[src/rtl/serv_alu_seq.sv]
// serv_alu_seq -- phase sequencer for the bit-serial ALU.
// Accepts a one-cycle start, then walks the optional init phase, a one-cycle
// gap, an optional wait for the shifter and the run phase, producing the
// per-bit enables, bit counter and last-bit strobe consumed by the serial ALU.
// Optional feature: define SERV_ALU_SEQ_SH_TIMEOUT_EN to bound the shifter
// wait to WIDTH cycles and add the o_sh_timeout output.

module serv_alu_seq #(
  parameter int WIDTH = 32
) (
  input  logic                     clk,
  input  logic                     i_rst_n,
  input  logic                     i_start,
  input  logic                     i_two_stage,
  input  logic                     i_shift_op,
  input  logic                     i_sh_done,
  output logic                     o_busy,
  output logic                     o_en,
  output logic                     o_init,
  output logic                     o_shamt_en,
  output logic [$clog2(WIDTH)-1:0] o_cnt,
  output logic                     o_cnt_done,
  output logic                     o_rd_en,
`ifdef SERV_ALU_SEQ_SH_TIMEOUT_EN
  output logic                     o_sh_timeout,
`endif
  output logic                     o_done
);

  localparam int CW = $clog2(WIDTH);
  localparam logic [CW-1:0] LAST = CW'(WIDTH - 1);

  typedef enum logic [2:0] {
    S_IDLE,
    S_INIT,
    S_GAP,
    S_SH_WAIT,
    S_RUN
  } state_t;

  state_t        state;
  logic [CW-1:0] cnt;
  logic          shift_q;   // latched "operation is a shift" (only with two-stage)
  logic          done_q;

`ifdef SERV_ALU_SEQ_SH_TIMEOUT_EN
  logic [CW-1:0] wait_cnt;  // SH_WAIT cycles elapsed, minus one
  logic          sh_timeout_q;
`endif

  // Phase FSM, bit counter and registered completion pulse.
  // NOTE: every register here uses non-blocking assignment so all state
  // updates see the values from before the clock edge.
  always_ff @(posedge clk) begin
    if (!i_rst_n) begin
      state   <= S_IDLE;
      cnt     <= '0;
      shift_q <= 1'b0;
      done_q  <= 1'b0;
`ifdef SERV_ALU_SEQ_SH_TIMEOUT_EN
      wait_cnt     <= '0;
      sh_timeout_q <= 1'b0;
`endif
    end else begin
      done_q <= 1'b0;
`ifdef SERV_ALU_SEQ_SH_TIMEOUT_EN
      sh_timeout_q <= 1'b0;
`endif
      case (state)
        S_IDLE: begin
          if (i_start) begin
            shift_q <= i_two_stage & i_shift_op;
            cnt     <= '0;
            state   <= i_two_stage ? S_INIT : S_RUN;
          end
        end
        S_INIT: begin
          // Counter width equals log2(WIDTH), so the increment wraps to 0
          // on the last bit without an explicit clear.
          cnt <= cnt + 1'b1;
          if (cnt == LAST) begin
            state <= S_GAP;
          end
        end
        S_GAP: begin
          // One dead cycle drops o_en so the ALU re-detects the first bit.
          state <= shift_q ? S_SH_WAIT : S_RUN;
`ifdef SERV_ALU_SEQ_SH_TIMEOUT_EN
          wait_cnt <= '0;
`endif
        end
        S_SH_WAIT: begin
          if (i_sh_done) begin
            state <= S_RUN;
          end
`ifdef SERV_ALU_SEQ_SH_TIMEOUT_EN
          else if (wait_cnt == LAST) begin
            state        <= S_RUN;
            sh_timeout_q <= 1'b1;
          end else begin
            wait_cnt <= wait_cnt + 1'b1;
          end
`endif
        end
        S_RUN: begin
          cnt <= cnt + 1'b1;
          if (cnt == LAST) begin
            state  <= S_IDLE;
            done_q <= 1'b1;
          end
        end
        default: begin
          state <= S_IDLE;
          cnt   <= '0;
        end
      endcase
    end
  end

  // Output decode from registered state and counter only.
  // NOTE: every output gets a default first so no path leaves one unassigned
  // and no latch is inferred.
  always_comb begin
    o_busy     = 1'b0;
    o_en       = 1'b0;
    o_init     = 1'b0;
    o_shamt_en = 1'b0;
    o_cnt_done = 1'b0;
    o_rd_en    = 1'b0;
    case (state)
      S_INIT: begin
        o_busy     = 1'b1;
        o_en       = 1'b1;
        o_init     = 1'b1;
        o_shamt_en = shift_q && (int'(cnt) < 5);
        o_cnt_done = (cnt == LAST);
      end
      S_GAP, S_SH_WAIT: begin
        o_busy = 1'b1;
      end
      S_RUN: begin
        o_busy     = 1'b1;
        o_en       = 1'b1;
        o_rd_en    = 1'b1;
        o_cnt_done = (cnt == LAST);
      end
      default: begin
        o_busy = 1'b0;
      end
    endcase
  end

  assign o_cnt  = cnt;
  assign o_done = done_q;
`ifdef SERV_ALU_SEQ_SH_TIMEOUT_EN
  assign o_sh_timeout = sh_timeout_q;
`endif

endmodule
[config.mk]
export PLATFORM = sky130hd
export DESIGN_NAME = serv_alu_seq
export DESIGN_NICKNAME = d
export VERILOG_FILES = /design/src/rtl/serv_alu_seq.sv
export SDC_FILE = /design/constraint.sdc
export NUM_CORES = 1
export LEC_CHECK = 0
export CAP_MARGIN = 10
export CORE_MARGIN = 10
export CORE_UTILIZATION = 49
export DETAILED_ROUTE_END_ITERATION = 8
export GPL_TIMING_DRIVEN = 0
export PLACE_DENSITY = 0.9
export SYNTH_ARGS = -nofsm -noshare
export SYNTH_HDL_FRONTEND = slang
export SYNTH_SLANG_ARGS = --single-unit
[constraint.sdc]
create_clock -name clk -period 4.6 [get_ports clk]
set_clock_uncertainty 0.15 [all_clocks]
set_input_delay 0.92 -clock clk [delete_from_list [all_inputs] [get_ports clk]]
set_output_delay 0.92 -clock clk [all_outputs]
set_load 0.02 [all_outputs]
==> run_results.csv, run 1 <==
group,metric,value,unit
placed_design,gp_congestion,0.8356,
synthesis,synth_top_flop_cell,"dfxtp_1",
setup_path,path_cells,"buf_6, buf_2, nor3b_1, and4_1, clkdlybuf4s50_1",
final_layout,n_antenna_cell,0,
synthesis,synth-edff-count,0,
setup_path,crit_path_end_kind,"output port",
sta,timing_hold_violations_final,0,
synthesis,synth.distinct_cells,36,
run_status,status,"completed",
detailed_routing,drt_pass1_iterations,4,
final_layout,syn_to_final_growth,34.96,%
die,num_io_pins,18,
grt,grt.total_usage,11.38,%
flow_run,maxCapViolCount,0,
setup_path,cpLargestDelayFamily,"buffers and inverters",
pwr,switchingPower,0.1998,mW
pwr,p_clk_share,16.8,%
synthesis,yosys.area.top_type_share,31.25,%
sta,fmax,319.8,MHz
setup_path,cp_slowest_stage_delay,0.61,ns
pwr,p_int,0.2793,mW
setup_path,critPathSlowestCell,"clkdlybuf4s50_1",
worst_hold_path,hp-class,"reg -> reg",
sta,rsz0062_at_grt,"false",
synthesis,ys_seq_area_share,31.25,%
grt,grt_max_degree,11,
setup_path,critical_path_arrival,2.06,ns
setup_path,crit_fanout,10,
sta,fin_crit_sh,67.97,%
pwr,seqPwrFrac,25.3,%
die,rows,12,
synthesis,syn-cell-area,640.6,um2
cts,cts_tree,"yes",
grt,grt-ovfl-total,0,
pwr,p_sw_share,41.69,%
setup_path,cp.required,3.53,ns
cts,cts_setup_buffers,0,
die,die-area,3153,um2
cts,clockBufferDepth,2,
synthesis,syn_nets,84,
grt,antenna_found_initial,0,
sta,worst_pin_slew,0.3991,ns
cts,clk_latency,0.27,ns
final_layout,layout-drive-gt1-share,11.34,%
pwr,p_per_area,554.2,nW/um2
detailed_routing,routed_via_density,6.090,
detailed_routing,wire_per_inst,16.08,um
sta,tns,0,ns
placed_design,postPlaceCellArea,828.3,um2
die,fp.dieH,56.16,um
pwr,combPwrFrac,58.0,%
detailed_routing,drt_iter0_markers,41,
sta,finalSetupViolations,0,
die,start_util,54.70,%
synthesis,synth_top_cell_by_area,"dfxtp_1",
cts,hold_buffers,0,
die,coreArea,1171,um2
detailed_routing,wl,1.785,mm
synthesis,ys_warn_count,0,
synthesis,synth-seq-cells,10,
synthesis,async_flop_share,0,%
cts,clock-root-buffer,"clkbuf_4",
synthesis,ys_top_cells_by_area,"dfxtp_1 (31%), nor2b_1 (4.9%), mux2i_1 (4.7%)",
sta,slew_headroom,73.11,%
setup_path,critPathBufInv,3,
final_layout,final_cell_area,864.6,um2
die,dieWidth,56.16,um
synthesis,avgSynthCellArea,8.429,um2
placed_design,portBuffers,17,
detailed_routing,vias,676,
pwr,leakage,0.3274,nW
detailed_routing,drtAntennaViolNets,0,
pwr,ir_worst_vdd,0.3117,mV
setup_path,worst-setup-path-type,"reg -> out",
cts,cts_buffers,3,
final_layout,nets,106,
setup_path,cp-start-kind,"flip-flop",
final_layout,layout_common_cells,"clkdlybuf4s50_1 (17), dfxtp_1 (10), nor3_1 (5), o21ai_0 (5), nor2b_1 (5)",
cts,cts.reportedPaths.clkPinSlew,0.07,ns
sta,period_minus_slack,3.127,ns
grt,grt_pass1_vias,715,
cts,cts_resized,0,
detailed_routing,drc,0,
final_layout,layout_commonest_cell,"clkdlybuf4s50_1",
grt,grt_pass1_wl,3.042,mm
cts,htreeDepth,1,
synthesis,syn_inst,76,
placed_design,dp_hpwl,1.213,mm
sta,drv_slew,0,
cts,clock-sinks,10,
==> registers in the layout (all words and copies together) (netlist names) <==
signal and flops:
o_cnt 5, shift_q 1, o_done 1, state 3
==> kinds of logic after synthesis <==
logic type | synth area share (%)
buf+inv | 6.055
mux | 4.688
flops | 31.25
simple gates | 31.25
compound gates | 20.12
fa+ha+maj | 3.906
xor+xnor | 2.735
==> worst register-to-register path, delay by kind of cell, from the launching register on <==
family                   cells  cell delay [ns]
adder cells (fa/ha/maj)      2             0.44
AO/OA/AOI/OAI                2             0.37
AND/OR/NAND/NOR              2             0.53
flip-flops                   1             0.35
==> synth_stat cells (all sizes together) (2+ instances only) <==
cell type and number:
buf 5, ha 2, nor2b 5, o21ai 5
a32o 2, nor3 5, inv 2, nand2 2
mux2i 3, and3 2, xnor2 2, a21oi 4
dfxtp 10, nand3 3, a21boi 2, nor2 4
==> per-stage QoR <==
step                hold slack (ns)  util, %  total power [mW]  worst slack, ns  std cells
floorplan                    0.3024        -            0.2971            1.941         76
global placement             0.3227    70.73            0.3876            1.824        107
detailed placement           0.3347    70.73            0.3946            1.804        107
CTS                          0.3446    73.82            0.4770            1.476        111
global route                 0.3696    73.82            0.5103            1.342        111
finish                       0.3461    73.82            0.4791            1.473        111
==> worst paths after layout <==
kind            start    endpoint  slack [ns]  cells past startpoint
min           shift_q     shift_q        0.35                      2
max          state[0]  o_shamt_en        1.47                      5
min reg2reg   shift_q     shift_q        0.35                      2
max reg2reg  o_cnt[0]    state[2]        2.65                      6
==> power groups by stage <==
stage	clock, mW	sequential, mW	combinational (mW)
finish	0.0803	0.121	0.278
detailed placement	0	0.122	0.272
floorplan	0	0.126	0.171
CTS	0.0797	0.120	0.277
global placement	0	0.121	0.266
global route	0.0839	0.124	0.302
==> metal layers <==
metal | routed length [um] | track usage, %
met4 | 83 | 9.215
met1 | 725 | 12.38
met5 | 0 | 0
met2 | 779 | 16.54
met3 | 197 | 5.011
==> area by class of cell <==
cell class	instances	area, um2
sequential	10	200.2
timing repair buffer	17	170.2
buffer	5	31.28
inverter	2	7.507
multi-input combinational	59	401.6
fill	90	306.5
tap	14	17.52
clock buffer	4	36.28
(Power assumes the default switching activity.)
==> inputs of run 2 (changes only) <==
--- a/config.mk
+++ b/config.mk
@@ -7,10 +7,10 @@
 export LEC_CHECK = 0
 export CAP_MARGIN = 10
 export CORE_MARGIN = 10
-export CORE_UTILIZATION = 49
+export CORE_UTILIZATION = 45
 export DETAILED_ROUTE_END_ITERATION = 8
 export GPL_TIMING_DRIVEN = 0
-export PLACE_DENSITY = 0.9
+export PLACE_DENSITY = 0.84
 export SYNTH_ARGS = -nofsm -noshare
 export SYNTH_HDL_FRONTEND = slang
 export SYNTH_SLANG_ARGS = --single-unit
==> constraint.sdc (replaced) <==
create_clock -name clk -period 2.9 [get_ports clk]
set_clock_uncertainty 0.15 [all_clocks]
set_input_delay 0.58 -clock clk [delete_from_list [all_inputs] [get_ports clk]]
set_output_delay 0.58 -clock clk [all_outputs]
set_load 0.02 [all_outputs]
==> run 2 against run 1 <==
  * Setup slack got worse by 1.3 ns
  * Sequential share of layout area is 0.17 points lower
  * Routed wire length down 8.7%
  * Via count is 2.7% lower
  * Combinational power grew 56%
  * Power increased by 57%
  * Clock power grew 59%
  * Sequential cell count unchanged
  * Critical path type unchanged
  * Largest power group unchanged
  * Highest routed layer unchanged
==> run_results.csv, run 2 (same netlist as run 1, synthesis figures left out) <==
group,metric,value,unit
setup_path,cp-start-kind,"flip-flop",
run_status,status,"completed",
cts,clock-sinks,10,
cts,clk_latency,0.27,ns
die,die-area,3333,um2
setup_path,critical_path_arrival,2.01,ns
final_layout,syn_to_final_growth,35.94,%
cts,cts.reportedPaths.clkPinSlew,0.07,ns
final_layout,n_antenna_cell,0,
grt,use_met1,11.22,%
sta,rsz0062_at_grt,"false",
sta,finalSetupViolations,0,
setup_path,cp_slowest_stage_delay,0.60,ns
flow_run,maxCapViolCount,0,
sta,worst_pin_slew,0.3911,ns
grt,grt_max_degree,11,
placed_design,dp_slack,0.4539,ns
detailed_routing,routed_via_density,5.875,
setup_path,path_cells,"ha_1, and3_1, ha_1, and2_1, clkdlybuf4s50_1",
pwr,p_per_area,865.7,nW/um2
setup_path,crit_path_end_kind,"output port",
cts,clockBufferDepth,2,
grt,use_met3,6.318,%
detailed_routing,wl,1.630,mm
detailed_routing,drc,0,
cts,htreeDepth,1,
final_layout,layout-drive-gt1-share,12.37,%
setup_path,cp.required,2.17,ns
cts,cts_buffers,3,
cts,clock-root-buffer,"clkbuf_4",
final_layout,layout_common_cells,"clkdlybuf4s50_1 (17), dfxtp_1 (10), nor3_1 (5), o21ai_0 (5), nor2b_1 (5)",
detailed_routing,drtAntennaViolNets,0,
detailed_routing,drt_pass1_iterations,4,
sta,slew_headroom,73.56,%
final_layout,largest_reg_flops,5,
detailed_routing,drt_iter0_markers,13,
grt,grt_pass1_wl,2.746,mm
cts,cts_tree,"yes",
grt,busiest_layer,"met2",
sta,fin_crit_sh,94.60,%
worst_hold_path,hp-class,"reg -> reg",
setup_path,cp_common_cell,"ha_1",
placed_design,gp_congestion,0.8398,
grt,grt_pass1_vias,617,
sta,holdWs,0.3403,ns
setup_path,crit_fanout,6,
grt,antenna_found_initial,0,
pwr,ir_worst_vdd,0.4285,mV
detailed_routing,vias,658,
final_layout,layout_commonest_cell,"clkdlybuf4s50_1",
detailed_routing,wire_per_inst,14.55,um
die,start_util,48.62,%
die,fp.dieH,57.73,um
pwr,leakage,0.3313,nW
die,num_io_pins,18,
placed_design,dp_hpwl,1.258,mm
grt,grt-ovfl-total,0,
die,dieWidth,57.73,um
setup_path,critPathSlowestCell,"clkdlybuf4s50_1",
die,rows,13,
final_layout,nets,106,
sta,timing_hold_violations_final,0,
setup_path,worst-setup-path-type,"reg -> out",
placed_design,portBuffers,17,
sta,fmax,364.5,MHz
sta,period_minus_slack,2.743,ns
sta,tns,0,ns
cts,hold_buffers,0,
die,coreArea,1318,um2
sta,setup_ws,0.1567,ns
sta,drv_slew,0,
grt,grt.total_usage,10.17,%
grt,gr-usage-met2,14.88,%
==> run 2: cell count changes in the layout (fill, tap and decap cells not counted) <==
cell and delta:
nor3b_1 -1, nor3b_2 +1
==> run 2: per-layer routing <==
| metal | vias to the layer above | routed length (um) |
|---|---|---|
| li1 | 326 | - |
| met1 | 306 | 721 |
| met2 | 24 | 731 |
| met3 | 2 | 169 |
| met4 | 0 | 7 |
| met5 | - | 0 |
==> run 2: area by class of cell <==
| cell class | count | area, um2 |
|---|---|---|
| flip-flops and latches | 10 | 200.2 |
| multi-input cells | 59 | 406.6 |
| repair buffers | 17 | 170.2 |
| inverters | 2 | 7.507 |
| fillers | 118 | 446.7 |
| clock buffers | 4 | 36.28 |
| well taps | 15 | 18.77 |
| plain buffers | 5 | 31.28 |
==> run 2: path summary, 6_finish.rpt <==
path                     end     start  slack, ns  cells after the start
setup / recovery  o_cnt_done  o_cnt[0]       0.16                      5
hold / removal       shift_q   shift_q       0.34                      2
setup reg to reg    state[0]  o_cnt[0]       0.92                      6
hold reg to reg      shift_q   shift_q       0.34                      2
==> run 2: where the power goes <==
| part | leakage (nW) | internal (mW) | switching, mW |
|---|---|---|---|
| sequential | 0.0813 | 0.162 | 0.0303 |
| clock | 0.0210 | 0.0763 | 0.0519 |
| combinational | 0.229 | 0.206 | 0.227 |
| total | 0.331 | 0.445 | 0.309 |
==> run 2: stage by stage <==
stage / area, um2 / instances / total power [mW] / utilization, %
floorplan: 640.6 / 76 / 0.4712 / -
global placement: 829.5 / 108 / 0.6147 / 62.96
detailed placement: 829.5 / 108 / 0.6263 / 62.96
CTS: 865.8 / 112 / 0.7547 / 65.72
global route: 870.8 / 112 / 0.8062 / 66.10
finish: 870.8 / 112 / 0.7539 / 66.10
==> run 2: critical path, delay by kind of cell, from the launching register on <==
kind,cells,cell delay (ns)
AND/OR/NAND/NOR,2,0.30
adder cells (fa/ha/maj),2,0.42
flip-flops,1,0.43
buffers and inverters,1,0.60
==> run 2: what timing repair did <==
action / in CTS / in global routing
resized for setup: 0 / 1
endpoints found under the setup margin: 0 / 1
hold endpoints to repair: 0 / 0
buffers inserted: 0 / 0
